`config.mk`:
```
export PLATFORM = sky130hd
export DESIGN_NAME = tff_mod_counter
export DESIGN_NICKNAME = d
export VERILOG_FILES = /design/src/rtl/tff_cnt_pkg.sv /design/src/rtl/tff_bit.sv /design/src/rtl/tff_mod_counter.sv
export SDC_FILE = /design/constraint.sdc
export NUM_CORES = 1
export LEC_CHECK = 0
export CAP_MARGIN = 20
export CORE_AREA = 2 2 39 41
export CTS_CLUSTER_SIZE = 8
export DETAILED_ROUTE_END_ITERATION = 6
export DIE_AREA = 0 0 41 43
export MAX_ROUTING_LAYER = met4
export PLACE_DENSITY = 0.55
export SYNTH_ARGS = -nofsm -noshare
export SYNTH_HDL_FRONTEND = slang
export SYNTH_SLANG_ARGS = --single-unit
```
`constraint.sdc`:
```
create_clock -name clk -period 2.55 [get_ports clk]
set_clock_uncertainty 0.05 [all_clocks]
set_input_delay 0.765 -clock clk [delete_from_list [all_inputs] [get_ports clk]]
set_output_delay 0.765 -clock clk [all_outputs]
set_load 0.005 [all_outputs]
```
`src/rtl/tff_cnt_pkg.sv`:
```
// tff_cnt_pkg: shared constants, action encoding and load clamp for tff_mod_counter
package tff_cnt_pkg;
  localparam int unsigned TCNT_MAX_WIDTH = 16;
  typedef enum logic [1:0] {ACT_CLR, ACT_LD, ACT_CNT, ACT_HOLD} act_e;
  function automatic int unsigned tcnt_clamp(input int unsigned value, input int unsigned modulus);
    return value < modulus ? value : modulus - 1;
  endfunction
endpackage

```
`src/rtl/tff_bit.sv`:
```
// tff_bit: single T flip-flop with async active-high reset to 0
module tff_bit (
  input  logic clk,
  input  logic t,
  input  logic re,
  output logic q
);
  always_ff @(posedge clk or posedge re)
    if (re) q <= 1'b0;
    else q <= q ^ t;
endmodule

```
`src/rtl/tff_mod_counter.sv`:
```
// tff_mod_counter: modulo-N counter built from T cells; TCNT_UPDOWN_EN adds the up port and down counting
module tff_mod_counter
  import tff_cnt_pkg::*;
#(
  parameter int unsigned WIDTH   = 4,
  parameter int unsigned MODULUS = 10
) (
  input  logic             clk,
  input  logic             re,
  input  logic             t,
  input  logic             clr,
  input  logic             ld,
  input  logic [WIDTH-1:0] d,
`ifdef TCNT_UPDOWN_EN
  input  logic             up,
`endif
  output logic [WIDTH-1:0] q,
  output logic             tc,
  output logic             ovf
);
  localparam logic [WIDTH-1:0] MAXV = WIDTH'(MODULUS - 1);
  if (WIDTH < 1 || WIDTH > TCNT_MAX_WIDTH) begin : g_bad_width
    $error("tff_mod_counter: WIDTH out of range");
  end
  if (MODULUS < 2 || MODULUS > (1 << WIDTH)) begin : g_bad_modulus
    $error("tff_mod_counter: MODULUS out of range");
  end
  act_e act;
  logic [WIDTH-1:0] up_nxt, step, ld_val, nxt, tgl;
  logic wrap_up, wrap, ovf_nxt;
  assign act = clr ? ACT_CLR : ld ? ACT_LD : t ? ACT_CNT : ACT_HOLD;
  // out-of-range values also take the up wrap back to 0
  assign wrap_up = 32'(q) >= MODULUS - 1;
  assign up_nxt  = wrap_up ? '0 : q + 1'b1;
  assign ld_val  = WIDTH'(tcnt_clamp(32'(d), MODULUS));
`ifdef TCNT_UPDOWN_EN
  logic [WIDTH-1:0] dn_nxt;
  assign dn_nxt = (q == '0) ? MAXV : (32'(q) >= MODULUS) ? MAXV - 1'b1 : q - 1'b1;
  assign step   = up ? up_nxt : dn_nxt;
  assign wrap   = up ? wrap_up : q == '0;
  assign tc     = t & (up ? q == MAXV : q == '0);
`else
  assign step   = up_nxt;
  assign wrap   = wrap_up;
  assign tc     = t & (q == MAXV);
`endif
  always_comb begin
    nxt     = act == ACT_CLR ? '0 : act == ACT_LD ? ld_val : act == ACT_CNT ? step : q;
    ovf_nxt = act == ACT_CLR ? 1'b0 : act == ACT_CNT ? (ovf | wrap) : ovf;
  end
  assign tgl = q ^ nxt;
  for (genvar i = 0; i < WIDTH; i++) begin : g_bit
    tff_bit u_bit (.clk(clk), .t(tgl[i]), .re(re), .q(q[i]));
  end
  always_ff @(posedge clk or posedge re)
    if (re) ovf <= 1'b0;
    else ovf <= ovf_nxt;
endmodule

```
# Yosys cells after proc, flatten, opt, wreduce, memory -nomap -nowiden
# Index checks and enable logic that the tools add are counted.
[word_totals]
regBits = 5
in_bits = 9
[classes]
eq_ne = 3
bitwise_logic = 7
n_lt_le_gt_ge = 2
n_addsub = 1
reduce_logical = 2
mux = 10
[op_table]
columns = ["op", "count"]
rows = [
  ["$mux W4", 5],
  ["$add A4 B1 Y4 const B", 1],
  ["$eq A4 B4 Y1 const B", 1],
  ["$ge A4 B4 Y1 const B", 1],
  ["$lt A4 B4 Y1 const B", 1],
  ["$mux W2", 2],
  ["$xor A1 B1 Y1", 4],
  ["$xor A4 B4 Y4", 1],
  ["$mux W1", 3],
  ["$eq A2 B1 Y1 const B", 1],
  ["$eq A2 B2 Y1 const B", 1],
  ["$logic_not A2 Y1", 1],
  ["$reduce_bool A2 Y1", 1],
  ["$and A1 B1 Y1", 1],
  ["$or A1 B1 Y1", 1],
]

# Depth between registers and ports, before layout
# Gate-level depths: netlist (run 1).
[logic_depth]
ltp_word = 9
ltp_mapped = 5
ltp_nobuf = 5

# By module
# From an unflattened synthesis (run 1), not the netlist that was laid out.
[hier_totals]
cells_unflattened = 59
area_unflattened_um2 = 505.5
[by_module_without_submodules]
columns = ["module", "area_per_inst_um2", "seq_area_each_um2", "cells_per_inst", "n_inst"]
rows = [
  ["tff_mod_counter", 355.3, 25.0, 47, 1],
  ["tff_bit", 37.5, 25.0, 3, 4],
]

# Worst setup path before layout (run 1)
# Ideal clock, no wire load.
[synth_path]
path_type = "input to output"
start = "input t"
end = "output tc"
path_slack_ps = 658
arrival_ps = 1077
path_stages = 2
t_required_ps = 1735
path_cell_list = "nand2_1 -> nor3b_1"
[synth_between]
elab_chain_len = 1
[synth_lines]
columns = ["element", "line", "rtl"]
rows = [
  ["start, declared", "tff_mod_counter.sv:10", "input logic t,"],
  ["$and A1 B1 Y1", "tff_mod_counter.sv:45", "assign tc = t & (q == MAXV);"],
  ["end, declared", "tff_mod_counter.sv:18", "output logic tc,"],
]
# Every way passes these cells.

# Final worst setup path (run 1)
# Same ends and word-level chain as after synthesis.

==> impl_metrics.csv, run 1 <==
group,metric,value,unit
yosys,yosysMostFrequentCell,"inv_1",
clocking,cts_root_buf,"clkbuf_4",
yosys,synth_seq_cells,5,
power_and_ir_drop,leakagePower,0.247,nW
yosys,yosys.area.top_type_share,32.2,%
yosys,synth_area_leaders,"dfrtp_1 (32%), ha_1 (9.6%), buf_4 (7.7%)",
clocking,clockBufferDepth,2,
global_route,grtUsageTotal,12.8,%
die,core_area,1380,um2
critical_path,crit_chain,"clkdlybuf4s50_1 > nand2_1 > nor3b_2 > buf_2",
yosys,syn_inst,40,
die,num_io_pins,15,
sta,maxSlewHeadroom,80.4,%
global_route,grt_max_degree,8,
power_and_ir_drop,p_per_area,440,nW/um2
die,dieHeight,43,um
yosys,yosys_warnings,0,
power_and_ir_drop,ir_drop,177,uV
detailed_routing,ant_nets,0,
clocking,numCtsBuffers,3,
yosys,synth_edf_count,0,
power_and_ir_drop,power.net_switching,70.0,uW
power_and_ir_drop,combPwrFrac,26.9,%
critical_path,cp_top_family,"buffers and inverters",
cells_and_area,fill_cells,140,
critical_path,endpoint_kind,"output port",
place,pre_cts_slack,-286,ps
detailed_routing,vias,343,
detailed_routing,drtPass1Iterations,4,
power_and_ir_drop,clkPwrFrac,37.3,%
yosys,synth_nets,52,
sta,setup_ws,124,ps
outcome,status,"finished, final reports clean",
critical_path,rrSetupSlack,970,ps
sta,hold_viol,0,
detailed_routing,drc_errors,0,
critical_path,critPathKind,"input port to output port",
sta,rsz0062_at_grt,"no",
clocking,clkLatencyLatePin,250,ps
place,gp_congestion,0.728,
die,die_area,1760,um2
critical_path,cp.depth,4,
cells_and_area,fin_cells,73,
cells_and_area,fin_util,41.1,%
cells_and_area,final_nets,70,
critical_path,cp_slowest_stage_delay,480,ps
clocking,clock_sinks,5,
sta,layout_min_cycle_time,2430,ps
place,dp_hpwl,654,um
yosys,yosys_most_used_dff,"dfrtp_1",
global_route,grt_antenna_before_repair,0,
global_route,first_global_vias,334,
clocking,cts_max_level,1,
critical_path,startpoint,"t",
place,dp_cells,69,
sta,post-route-period-util,95.2,%
global_route,grt_overflow_total,0,
yosys,synth.largest_area_cell,"dfrtp_1",
yosys,synthArstFlopShare,100,%
critical_path,critPathMaxFanout,2,
yosys,synth_area,389,um2
critical_path,cp_num_buf_inv,2,
global_route,gr-usage-met1,12.4,%
yosys,synth.distinct_cells,23,
critical_path,required,1740,ps
critical_path,cpMaxStageDelayCell,"clkdlybuf4s50_1",
clocking,cts_tree,"yes",
clocking,cts_hold_buf,0,
detailed_routing,wl,820,um
yosys,ys_seq_area_share,32.2,%
sta,slew_violations,0,
power_and_ir_drop,intPower,181,uW
place,io_buffers,14,
detailed_routing,via_per_inst,4.70,
global_route,busiest_layer,"met2",
detailed_routing,routedWlPerCell,11.2,um
global_route,grtUsageMet3,7.85,%
yosys,yosys-top-cells-count,"inv_1 (6), dfrtp_1 (5), buf_4 (4)",
sta,setup_violations,0,
critical_path,worstRegToRegCells,6,
hold_path,min_path_type,"flop to flop",
critical_path,crit_end,"tc",
critical_path,reg2reg_from,"g_bit[0].u_bit.q",
critical_path,crit_path_start_kind,"input port",
sta,timing.fmax,412,MHz
yosys,avgSynthCellArea,9.73,um2
clocking,clk_pin_slew,50,ps
sta,tightest_slew,294,ps
die,rows,14,
critical_path,cp_data_arrival_time,1610,ps
cells_and_area,diodes,0,
die,chipWidth,41,um
power_and_ir_drop,p_sw_share,27.9,%
critical_path,reg2reg_to,"g_bit[0].u_bit.q",
power_and_ir_drop,power_frac_seq,35.9,%
detailed_routing,drtIter0Drc,10,
flow_run,maxCapViolCount,0,
die,start_util,28.1,%
cells_and_area,syn2layout_area_growth,46.3,%
global_route,use_met2,17.5,%
sta,whs,469,ps
global_route,grt_pass1_wl,1350,um
cells_and_area,drive_above_1_share,22.8,%
[worst min-delay path by stage]
| stage | from | endpoint | cells after the start |
|---|---|---|---|
| after global placement | ovf | ovf | 1 |
| after global routing | ovf | ovf | 1 |
| after floorplan | ovf | ovf | 1 |
| after detailed placement | ovf | ovf | 1 |
| final | ovf | ovf | 1 |
| after CTS | ovf | ovf | 1 |
[cell type report]
class	count	area (um2)	share of cell area, %
inverter	6	22.5	3.96
clock inverter	1	5.00	0.879
multi-input combinational	25	216	38.0
timing repair buffer	17	158	27.7
sequential	5	125	22.0
clock buffer	3	22.5	3.96
tap	16	20.0	3.52
[repair_timing]
item                       4_1_cts  5_1_grt
setup buffers                    0        0
pin swaps                        0        0
setup endpoints to repair        1        1
gates resized for setup          4        1
[power groups by stage]
stage | Combinational, mW | Sequential, mW | Clock [mW]
3_5_place_dp | 0.0674 | 0.0911 | 0
6_report | 0.0673 | 0.0898 | 0.0934
4_1_cts | 0.0679 | 0.0900 | 0.0993
3_3_place_gp | 0.0675 | 0.0914 | 0
2_1_floorplan | 0.0357 | 0.0910 | 0
5_1_grt | 0.0746 | 0.0906 | 0.104
[per-stage QoR]
| step | TNS [ps] | instance area [um2] | total power, mW |
|---|---|---|---|
| global route | 0 | 569 | 0.269 |
| floorplan | 0 | 389 | 0.127 |
| finish | 0 | 569 | 0.251 |
| CTS | 0 | 576 | 0.257 |
| detailed placement | -286 | 542 | 0.159 |
| global placement | -275 | 542 | 0.159 |
[state kept, by name, summed over array words and instances (netlist names)]
name / flops
g_bit.u_bit.q: 4
ovf: 1
[cell families after synthesis]
kind of cell / count (synthesis) / share of synthesized area, %
AO/OA/AOI/OAI: 9 / 19.0
XOR/XNOR: 2 / 4.50
adder cells (fa/ha/maj): 3 / 9.65
buffers and inverters: 10 / 13.5
flip-flops: 5 / 32.2
AND/OR/NAND/NOR: 11 / 21.2
[layer usage]
layer / share of wire, % / wire (um)
met1: 46 / 376
met2: 45 / 366
met3: 7.6 / 62
met4: 1.7 / 14
met5: 0 / 0
[worst reg2reg max path, stage by stage (launching register included)]
cell      delay, ps
dfrtp_1         380
buf_4           160
inv_1            50
ha_1            130
nor3b_4         250
o21ai_0         130
a221oi_1        300
[cell usage in the layout (no fill, tap or decap), types with 2 or more instances in the layout]
| cell | instances |
|---|---|
| o21ai_0 | 2 |
| ha_1 | 3 |
| clkdlybuf4s50_1 | 13 |
| clkbuf_4 | 3 |
| buf_4 | 3 |
| xor2_1 | 2 |
| nor2_1 | 2 |
| inv_1 | 6 |
| dfrtp_1 | 5 |
Power figures use the tool's default switching activity.
==> inputs of run 2 (changes only) <==
Clock period 2.55 ns to 2.7 ns, I/O delays scaled along.
==> impl_metrics.csv, run 2 (synthesis results as in run 1) <==
group,metric,value,unit
detailed_routing,drtPass1Iterations,4,
die,die_area,1760,um2
cells_and_area,largest-register,"g_bit.u_bit.q",
cells_and_area,syn2layout_area_growth,42.8,%
hold_path,hold_end,"ovf",
clocking,clockBufferDepth,2,
power_and_ir_drop,p_per_area,416,nW/um2
sta,maxSlewHeadroom,82.8,%
detailed_routing,vias,316,
cells_and_area,layout_common_cells,"clkdlybuf4s50_1 (13), inv_1 (6), dfrtp_1 (5), ha_1 (3), clkbuf_4 (3)",
power_and_ir_drop,finalPower,231,uW
hold_path,min_path_type,"flop to flop",
cells_and_area,drive_above_1_share,17.9,%
sta,tightest_slew,255,ps
critical_path,cp_slowest_stage_delay,480,ps
critical_path,cpMaxStageDelayCell,"clkdlybuf4s50_1",
critical_path,endpoint_kind,"output port",
place,dp_hpwl,610,um
sta,finalSetupTns,0,ps
detailed_routing,wl,765,um
place,dp_cells,68,
hold_path,hp-start,"ovf",
clocking,cts_max_level,1,
die,dieHeight,43,um
cells_and_area,diodes,0,
global_route,grt_overflow_total,0,
detailed_routing,drc_errors,0,
critical_path,reg2reg_from,"g_bit[1].u_bit.q",
clocking,cts_tree,"yes",
cells_and_area,reg_top3,"g_bit.u_bit.q (4), ovf (1)",
power_and_ir_drop,ir_drop,402,uV
global_route,grtUsageTotal,11.6,%
sta,layout_min_cycle_time,2540,ps
die,chipWidth,41,um
detailed_routing,drtIter0Drc,5,
cells_and_area,final_nets,69,
place,gp_congestion,0.695,
detailed_routing,ant_nets,0,
die,core_area,1380,um2
clocking,numCtsBuffers,3,
sta,timing.fmax,393,MHz
global_route,grt_max_degree,8,
global_route,first_global_vias,314,
critical_path,required,1840,ps
detailed_routing,routedWlPerCell,10.6,um
die,num_io_pins,15,
hold_path,hold_depth,1,
die,start_util,28.1,%
critical_path,crit_path_start_kind,"input port",
global_route,grt_antenna_before_repair,0,
place,io_buffers,14,
cells_and_area,fin_util,40.1,%
sta,setup_violations,0,
critical_path,critPathMaxFanout,2,
detailed_routing,via_per_inst,4.39,
clocking,cts_root_buf,"clkbuf_4",
sta,rsz0062_at_grt,"no",
flow_run,maxCapViolCount,0,
critical_path,cp_data_arrival_time,1680,ps
outcome,status,"finished, final reports clean",
sta,slew_violations,0,
power_and_ir_drop,leakagePower,0.237,nW
critical_path,worstRegToRegCells,5,
critical_path,rrSetupSlack,1150,ps
global_route,grt_pass1_wl,1310,um
sta,hold_viol,0,
cells_and_area,mostFrequentLayoutCell,"clkdlybuf4s50_1",
cells_and_area,fin_cells,72,
critical_path,critPathKind,"input port to output port",
clocking,clock_sinks,5,
clocking,clkLatencyLatePin,240,ps
cells_and_area,largest_reg_flops,4,
clocking,clk_pin_slew,40,ps
critical_path,reg2reg_to,"g_bit[3].u_bit.q",
critical_path,crit_chain,"clkdlybuf4s50_1 > nand2_1 > nor3b_1 > clkbuf_2",
die,rows,14,
sta,post-route-period-util,94.2,%
==> run 2: cell types whose count changed in the layout (fill, tap and decap cells not counted) <==
cell      change
buf_2         -1
buf_4         -1
clkbuf_1      +1
clkbuf_2      +1
clkinv_2      -1
nor3b_1       +1
nor3b_2       -1
==> run 2: area by class of cell <==
type / instances / area (um2)
Fill cell: 152 / 828
Multi-Input combinational cell: 25 / 211
Timing Repair Buffer: 16 / 150
Sequential cell: 5 / 125
Clock buffer: 4 / 26.3
Inverter: 6 / 22.5
Tap cell: 16 / 20.0
==> run 2: where the power goes <==
group / internal, mW / leakage (nW) / total (mW) / switching (mW)
sequential: 0.0799 / 0.0662 / 0.0864 / 0.00654
clock: 0.0559 / 0.0150 / 0.0861 / 0.0302
combinational: 0.0349 / 0.156 / 0.0587 / 0.0238
==> run 2: worst max path at each step <==
stage	startpoint	to	slack, ps	cells past startpoint
2_1_floorplan	t	tc	720	2
3_3_place_gp	t	tc	-210	4
3_5_place_dp	t	tc	-220	4
4_1_cts	t	tc	50	4
5_1_grt	t	tc	80	4
6_report	t	tc	160	4
==> run 2: through the flow <==
stage	worst slack, ps	cell area (um2)	hold WS, ps
floorplan	718	389	454
global placement	-212	534	452
detailed placement	-220	534	459
CTS	48.4	559	468
global route	80.9	556	482
finish	156	556	466
==> run 2: repair_timing <==
action | CTS | global route
pin swaps | 0 | 0
gates cloned | 0 | 0
buffers inserted | 0 | 0
resized for setup | 1 | 2
hold buffers | 0 | 0
setup endpoints to repair | 1 | 1
==> run 2: layer usage <==
metal | vias up | track usage, % | wire length, um
met5 | - | - | 0
met4 | 0 | 4.00 | 0
met3 | 0 | 6.28 | 64
met2 | 14 | 14.7 | 299
met1 | 130 | 15.3 | 400
li1 | 172 | - | -
==> run 2: critical path, delay by kind of cell <==
family	cells	cell delay [ps]
AND/OR/NAND/NOR	2	260
buffers and inverters	2	620
